## config.mk

```make
export PLATFORM = sky130hd
export DESIGN_NAME = vga_output_stage_flat
export DESIGN_NICKNAME = d
export VERILOG_FILES = /design/src/rtl/vga_output_stage_if.sv /design/src/rtl/vga_output_stage.sv /design/src/flat_wrapper.sv
export SDC_FILE = /design/constraint.sdc
export NUM_CORES = 1
export LEC_CHECK = 0
export ABC_AREA = 1
export CORE_MARGIN = 5
export CORE_UTILIZATION = 41
export CTS_CLUSTER_SIZE = 28
export DETAILED_ROUTE_END_ITERATION = 10
export PLACE_DENSITY_LB_ADDON = 0.15
export SETUP_SLACK_MARGIN = 0.2
export SLEW_MARGIN = 20
export SYNTH_ARGS = -nofsm -noshare
export SYNTH_HDL_FRONTEND = slang
export SYNTH_SLANG_ARGS = --single-unit
```

## constraint.sdc

```tcl
create_clock -name clk -period 1.6 [get_ports clk]
set_input_delay 0.32 -clock clk [delete_from_list [all_inputs] [get_ports clk]]
set_output_delay 0.32 -clock clk [all_outputs]
set_load 0.03 [all_outputs]
```

## src/rtl/vga_output_stage_if.sv

```systemverilog
// Link between the VGA output stage and the renderer/colour-converter chain.
// Also carries the registered pins that go to the VGA DAC.
interface vga_output_stage_if;
    logic [23:0] pixel_24bit;
    logic [9:0]  pixel_x;
    logic [9:0]  pixel_y;
    logic        video_on;
    logic        frame_start;
    logic [7:0]  vga_r;
    logic [7:0]  vga_g;
    logic [7:0]  vga_b;
    logic        vga_hs;
    logic        vga_vs;
    logic        vga_blank_n;
    logic        vga_clk;

    modport master (
        input  pixel_24bit,
        output pixel_x, pixel_y, video_on, frame_start,
        output vga_r, vga_g, vga_b, vga_hs, vga_vs, vga_blank_n, vga_clk
    );

    modport slave (
        output pixel_24bit,
        input  pixel_x, pixel_y, video_on, frame_start,
        input  vga_r, vga_g, vga_b, vga_hs, vga_vs, vga_blank_n, vga_clk
    );
endinterface

```

## src/rtl/vga_output_stage.sv

```systemverilog
// VGA timing generator and output register stage: publishes pixel coordinates,
// samples the returned colour and emits RGB, syncs and blank_n aligned.
module vga_output_stage #(
    parameter int unsigned H_ACTIVE = 640,
    parameter int unsigned H_FP     = 16,
    parameter int unsigned H_SYNC   = 96,
    parameter int unsigned H_BP     = 48,
    parameter int unsigned V_ACTIVE = 480,
    parameter int unsigned V_FP     = 10,
    parameter int unsigned V_SYNC   = 2,
    parameter int unsigned V_BP     = 33,
    parameter int unsigned CLK_DIV  = 2,
    parameter int unsigned PIPE_LAT = 0
) (
    input  logic               clk,
    input  logic               reset,
    vga_output_stage_if.master bus
);
    localparam int unsigned H_TOTAL = H_ACTIVE + H_FP + H_SYNC + H_BP;
    localparam int unsigned V_TOTAL = V_ACTIVE + V_FP + V_SYNC + V_BP;

    localparam logic [9:0] H_LAST = 10'(H_TOTAL - 1);
    localparam logic [9:0] V_LAST = 10'(V_TOTAL - 1);
    localparam logic [9:0] H_VIS  = 10'(H_ACTIVE);
    localparam logic [9:0] V_VIS  = 10'(V_ACTIVE);
    localparam logic [9:0] HS_BEG = 10'(H_ACTIVE + H_FP);
    localparam logic [9:0] HS_END = 10'(H_ACTIVE + H_FP + H_SYNC);
    localparam logic [9:0] VS_BEG = 10'(V_ACTIVE + V_FP);
    localparam logic [9:0] VS_END = 10'(V_ACTIVE + V_FP + V_SYNC);
    localparam logic [1:0] PH_LAST = 2'(CLK_DIV - 1);

    logic [1:0]  phase;
    logic        tick;
    logic [9:0]  h, v, h_next, v_next;
    logic        h_wrap, v_wrap;
    logic        video_on, frame_start;
    logic        hs_raw, vs_raw;
    logic [23:0] rgb;

    // Bit 0 of each tap vector is the undelayed value, bit i is i ticks old.
    logic [PIPE_LAT:0]   hs_dl, vs_dl, von_dl;
    logic [PIPE_LAT+1:0] hs_tap, vs_tap, von_tap;

    assign tick = (phase == PH_LAST);

    always_comb begin
        h_wrap = (h == H_LAST);
        v_wrap = (v == V_LAST);
        h_next = h_wrap ? '0 : h + 10'd1;
        v_next = v;
        if (h_wrap) begin
            v_next = v_wrap ? '0 : v + 10'd1;
        end
        hs_raw = !((h >= HS_BEG) && (h < HS_END));
        vs_raw = !((v >= VS_BEG) && (v < VS_END));
    end

    // video_on is computed from the next coordinates so it stays aligned with pixel_x/y.
    always_ff @(posedge clk) begin
        if (reset) begin
            phase       <= '0;
            h           <= '0;
            v           <= '0;
            video_on    <= 1'b1;
            frame_start <= 1'b0;
        end else begin
            phase       <= tick ? '0 : phase + 2'd1;
            frame_start <= tick && h_wrap && v_wrap;
            if (tick) begin
                h        <= h_next;
                v        <= v_next;
                video_on <= (h_next < H_VIS) && (v_next < V_VIS);
            end
        end
    end

    assign hs_tap  = {hs_dl, hs_raw};
    assign vs_tap  = {vs_dl, vs_raw};
    assign von_tap = {von_dl, video_on};

    // Colour is gated by video_on delayed PIPE_LAT ticks, matching the colour's own latency.
    always_ff @(posedge clk) begin
        if (reset) begin
            hs_dl  <= '1;
            vs_dl  <= '1;
            von_dl <= '0;
            rgb    <= '0;
        end else if (tick) begin
            hs_dl  <= hs_tap[PIPE_LAT:0];
            vs_dl  <= vs_tap[PIPE_LAT:0];
            von_dl <= von_tap[PIPE_LAT:0];
            rgb    <= von_tap[PIPE_LAT] ? bus.pixel_24bit : '0;
        end
    end

    generate
        if (CLK_DIV == 1) begin : g_ddr_clk
            // Behavioural stand-in for an ODDR driving 1 then 0 each cycle.
            logic clk_en;
            always_ff @(posedge clk) begin
                clk_en <= !reset;
            end
            assign bus.vga_clk = clk & clk_en;
        end else begin : g_reg_clk
            logic clk_q;
            always_ff @(posedge clk) begin
                if (reset) begin
                    clk_q <= 1'b0;
                end else begin
                    clk_q <= tick;
                end
            end
            assign bus.vga_clk = clk_q;
        end
    endgenerate

    assign bus.pixel_x     = h;
    assign bus.pixel_y     = v;
    assign bus.video_on    = video_on;
    assign bus.frame_start = frame_start;
    assign bus.vga_r       = rgb[23:16];
    assign bus.vga_g       = rgb[15:8];
    assign bus.vga_b       = rgb[7:0];
    assign bus.vga_hs      = hs_tap[PIPE_LAT+1];
    assign bus.vga_vs      = vs_tap[PIPE_LAT+1];
    assign bus.vga_blank_n = von_tap[PIPE_LAT+1];
endmodule

```

## src/flat_wrapper.sv

```systemverilog
// flat-port wrapper written by rule: the top's interface ports become plain ports
module vga_output_stage_flat 
#(
    parameter int unsigned H_ACTIVE = 640,
    parameter int unsigned H_FP     = 16,
    parameter int unsigned H_SYNC   = 96,
    parameter int unsigned H_BP     = 48,
    parameter int unsigned V_ACTIVE = 480,
    parameter int unsigned V_FP     = 10,
    parameter int unsigned V_SYNC   = 2,
    parameter int unsigned V_BP     = 33,
    parameter int unsigned CLK_DIV  = 2,
    parameter int unsigned PIPE_LAT = 0
)
  (clk, reset, bus_pixel_24bit, bus_pixel_x, bus_pixel_y, bus_video_on, bus_frame_start, bus_vga_r, bus_vga_g, bus_vga_b, bus_vga_hs, bus_vga_vs, bus_vga_blank_n, bus_vga_clk);
  vga_output_stage_if bus_i ();
  input  logic clk;
  input  logic reset;
  input wire logic [$bits(bus_i.pixel_24bit)-1:0] bus_pixel_24bit;
  output wire logic [$bits(bus_i.pixel_x)-1:0] bus_pixel_x;
  output wire logic [$bits(bus_i.pixel_y)-1:0] bus_pixel_y;
  output wire logic [$bits(bus_i.video_on)-1:0] bus_video_on;
  output wire logic [$bits(bus_i.frame_start)-1:0] bus_frame_start;
  output wire logic [$bits(bus_i.vga_r)-1:0] bus_vga_r;
  output wire logic [$bits(bus_i.vga_g)-1:0] bus_vga_g;
  output wire logic [$bits(bus_i.vga_b)-1:0] bus_vga_b;
  output wire logic [$bits(bus_i.vga_hs)-1:0] bus_vga_hs;
  output wire logic [$bits(bus_i.vga_vs)-1:0] bus_vga_vs;
  output wire logic [$bits(bus_i.vga_blank_n)-1:0] bus_vga_blank_n;
  output wire logic [$bits(bus_i.vga_clk)-1:0] bus_vga_clk;
  assign bus_i.pixel_24bit = bus_pixel_24bit;
  assign bus_pixel_x = bus_i.pixel_x;
  assign bus_pixel_y = bus_i.pixel_y;
  assign bus_video_on = bus_i.video_on;
  assign bus_frame_start = bus_i.frame_start;
  assign bus_vga_r = bus_i.vga_r;
  assign bus_vga_g = bus_i.vga_g;
  assign bus_vga_b = bus_i.vga_b;
  assign bus_vga_hs = bus_i.vga_hs;
  assign bus_vga_vs = bus_i.vga_vs;
  assign bus_vga_blank_n = bus_i.vga_blank_n;
  assign bus_vga_clk = bus_i.vga_clk;
  vga_output_stage #(.H_ACTIVE(H_ACTIVE), .H_FP(H_FP), .H_SYNC(H_SYNC), .H_BP(H_BP), .V_ACTIVE(V_ACTIVE), .V_FP(V_FP), .V_SYNC(V_SYNC), .V_BP(V_BP), .CLK_DIV(CLK_DIV), .PIPE_LAT(PIPE_LAT)) u_core (.clk(clk), .reset(reset), .bus(bus_i));
endmodule
```

==> flow_metrics.tcl <==
set metrics [dict create \
    crit_path_end_kind "flip-flop" \
    initial_core_util_pct 42.1 \
    die_h_um 85.2 \
    layout_common_cells "nand2_1, dfxtp_1, clkdlybuf4s15_1" \
    fin_worst_skew_ps 7.51 \
    tightestPinTransition_ps 327 \
    cts.sinks 52 \
    cts-hold-fix-buffers 0 \
    timing.rr.end "u_core.bus.video_on" \
    startpoint "u_core.bus.pixel_y[0]" \
    synth.distinct_cells 35 \
    critPathLaunchType "flip-flop" \
    fin_crit_sh_pct 89.3 \
    final_common_cell "nand2_1" \
    netlist_instances 272 \
    rows 27 \
    die_w_um 85.2 \
    antenna_cells 0 \
    fin_crit_ps 1430 \
    ioPinCount 76 \
    rr_worst_depth 10 \
    final.fill_count 486 \
    grt_max_degree 26 \
    worstHoldPathType "reg2reg" \
    nets 402 \
    yosysWarningCount 0 \
    p_per_area_nw_per_um2 810 \
    r2r_slack_ps 170 \
    synth.cell_area_um2 2320 \
    h-tree-depth 2 \
    cellLeakagePower_uw 0.00149 \
    timing.fmax_mhz 700 \
    drv_cap 0 \
    rsz0062_at_grt "yes" \
    grt-ovfl-total 0 \
    syn-mean-instance-area_um2 8.52 \
    clk_latency_ps 300 \
    ant_nets 0 \
    syn-num-nets 304 \
    post-place-cells 431 \
    cts-buffers-inserted 5 \
    relSlewSlack_pct 78.3 \
    grt_pass1_vias 2144 \
    run_status "completed" \
    fin_cells 443 \
    finalSetupViolCount 0 \
    wl_per_cell_um 14.3 \
    drive_above_1_share_pct 31.3 \
    timing.rr.start "u_core.bus.pixel_y[0]" \
    antenna_found_initial 0 \
    yosys.area.top_type_share_pct 44.9 \
    critical_path_class "reg2reg" \
    maxSlewViolCount 0 \
    dp_hpwl_mm 4.72 \
    core_um2 5510 \
    dr.pass1.iters 4 \
    crit_required_ps 1810 \
    crit_arrival_ps 1640 \
    cts_tree "done" \
    die_area_um2 7260 \
    syn_to_final_growth_pct 53.7 \
    crit_path_max_fanout 4 \
    fin_util_pct 64.7 \
    grt_pass1_wl_mm 10.3 \
    gp_congestion 0.831 \
    ir_drop_v 0.000490 \
    drc_errors 0 \
    crit_path_end "u_core.bus.video_on" \
    ys_ff_latch 52 \
    first_iter_violations 79 \
    yosysTopAreaCell "dfxtp_1" \
    path_clk_slew_ps 100 \
    num_vias 2267 \
    portBuffers 75 \
    hold_start "u_core.phase[0]" \
    clockRootBuffer "clkbuf_8" \
    totalWireLength_mm 6.32 \
    hold_viol 0 \
    grtUsageTotal_pct 17.2 \
    cts_buffer_depth 2 \
    synth_top_cells_by_area "dfxtp_1, a32o_1, nand2_1" \
    routed_via_density 5.12 \
    ys_seq_area_share_pct 44.9 \
]
[critical path, cell delays in order (launching register included)]
cell and delay [ps]:
dfxtp_4 380, inv_1 80, ha_1 210, nand3_1 120, nor2_2 60, nand2_4 80
nand2_4 70, nor2_1 130, nand3_1 80, nand2_1 80, nor2_2 30
[layer usage]
| layer | wire length (um) | part of all wire [%] | vias up | track usage, % |
|---|---|---|---|---|
| met5 | 0 | 0 | - | 0 |
| met4 | 96 | 1.5 | 0 | 5.61 |
| met3 | 307 | 4.9 | 10 | 3.88 |
| met2 | 3130 | 50 | 54 | 28.0 |
| met1 | 2780 | 44 | 1059 | 22.7 |
| li1 | - | - | 1144 | - |
[worst min path at each step]
stage                                 end  slack, ps  cells past startpoint
global route              u_core.phase[0]        460                      1
global placement          u_core.phase[0]        410                      1
CTS                         u_core.rgb[5]        470                      1
detailed placement        u_core.phase[0]        430                      1
floorplan           u_core.bus.pixel_x[6]        380                      1
finish                    u_core.phase[0]        440                      1
[metrics by stage]
stage	cell area, um2	setup TNS, ps	setup slack, ps	hold WS [ps]	power [uW]
after global routing	3560	0	66.3	464	3020
after global placement	3360	-1580	-90.1	414	2120
after detailed placement	3360	-1750	-95.1	426	2130
after CTS	3490	0	56.8	470	2880
final	3560	0	171	442	2890
after floorplan	2380	0	186	385	1810
[report_power, final]
part / internal [uW] / switching, uW / total, uW
clock: 313 / 454 / 767
sequential: 1390 / 59.1 / 1450
combinational: 304 / 369 / 674
[cells by family after synthesis]
| logic type | share of synthesized area (%) |
|---|---|
| adders and majority gates | 3.24 |
| buffers and inverters | 6.70 |
| xor gates and xnor gates | 0.756 |
| AOI/OAI and AO/OA | 17.3 |
| and+or+nand+nor | 27.1 |
| DFF | 44.9 |
[cells in the mapped netlist, drive strengths merged]
master / count
nor4: 2
a32o: 24
nand4: 5
dfxtp: 52
nand3: 18
o21bai: 1
nor3: 4
o22ai: 9
nand2: 50
nand3b: 1
clkbuf: 5
inv: 32
nor2: 40
ha: 6
a31oi: 1
a21oi: 5
o21ai: 10
a22o: 1
xor2: 2
nor3b: 1
buf: 3
[state kept, by name, summed over array words and instances (netlist names)]
| signal | flops |
|---|---|
| u_core.bus.vga_hs | 1 |
| u_core.bus.frame_start | 1 |
| u_core.bus.vga_blank_n | 1 |
| u_core.bus.video_on | 1 |
| u_core.bus.pixel_x | 10 |
| u_core.rgb | 24 |
| u_core.bus.vga_vs | 1 |
| u_core.bus.pixel_y | 10 |
| u_core.bus.vga_clk | 1 |
| u_core.phase | 2 |
[final cells by class]
class	instances	area, um2	area share, %
tap	72	90.1	2.53
timing repair buffer	99	926	26.0
inverter	32	125	3.51
clock buffer	5	68.8	1.93
multi-input combinational	180	1260	35.3
clock inverter	3	20.0	0.562
sequential	52	1070	30.2
[repair_timing]
action	in CTS	in global routing
pin swaps	3	3
gates cloned	0	0
resized for setup	94	64
endpoints found under the hold margin	0	0
setup buffers	2	2
endpoints found under the setup margin	89	75
(Power assumes the default switching activity.)
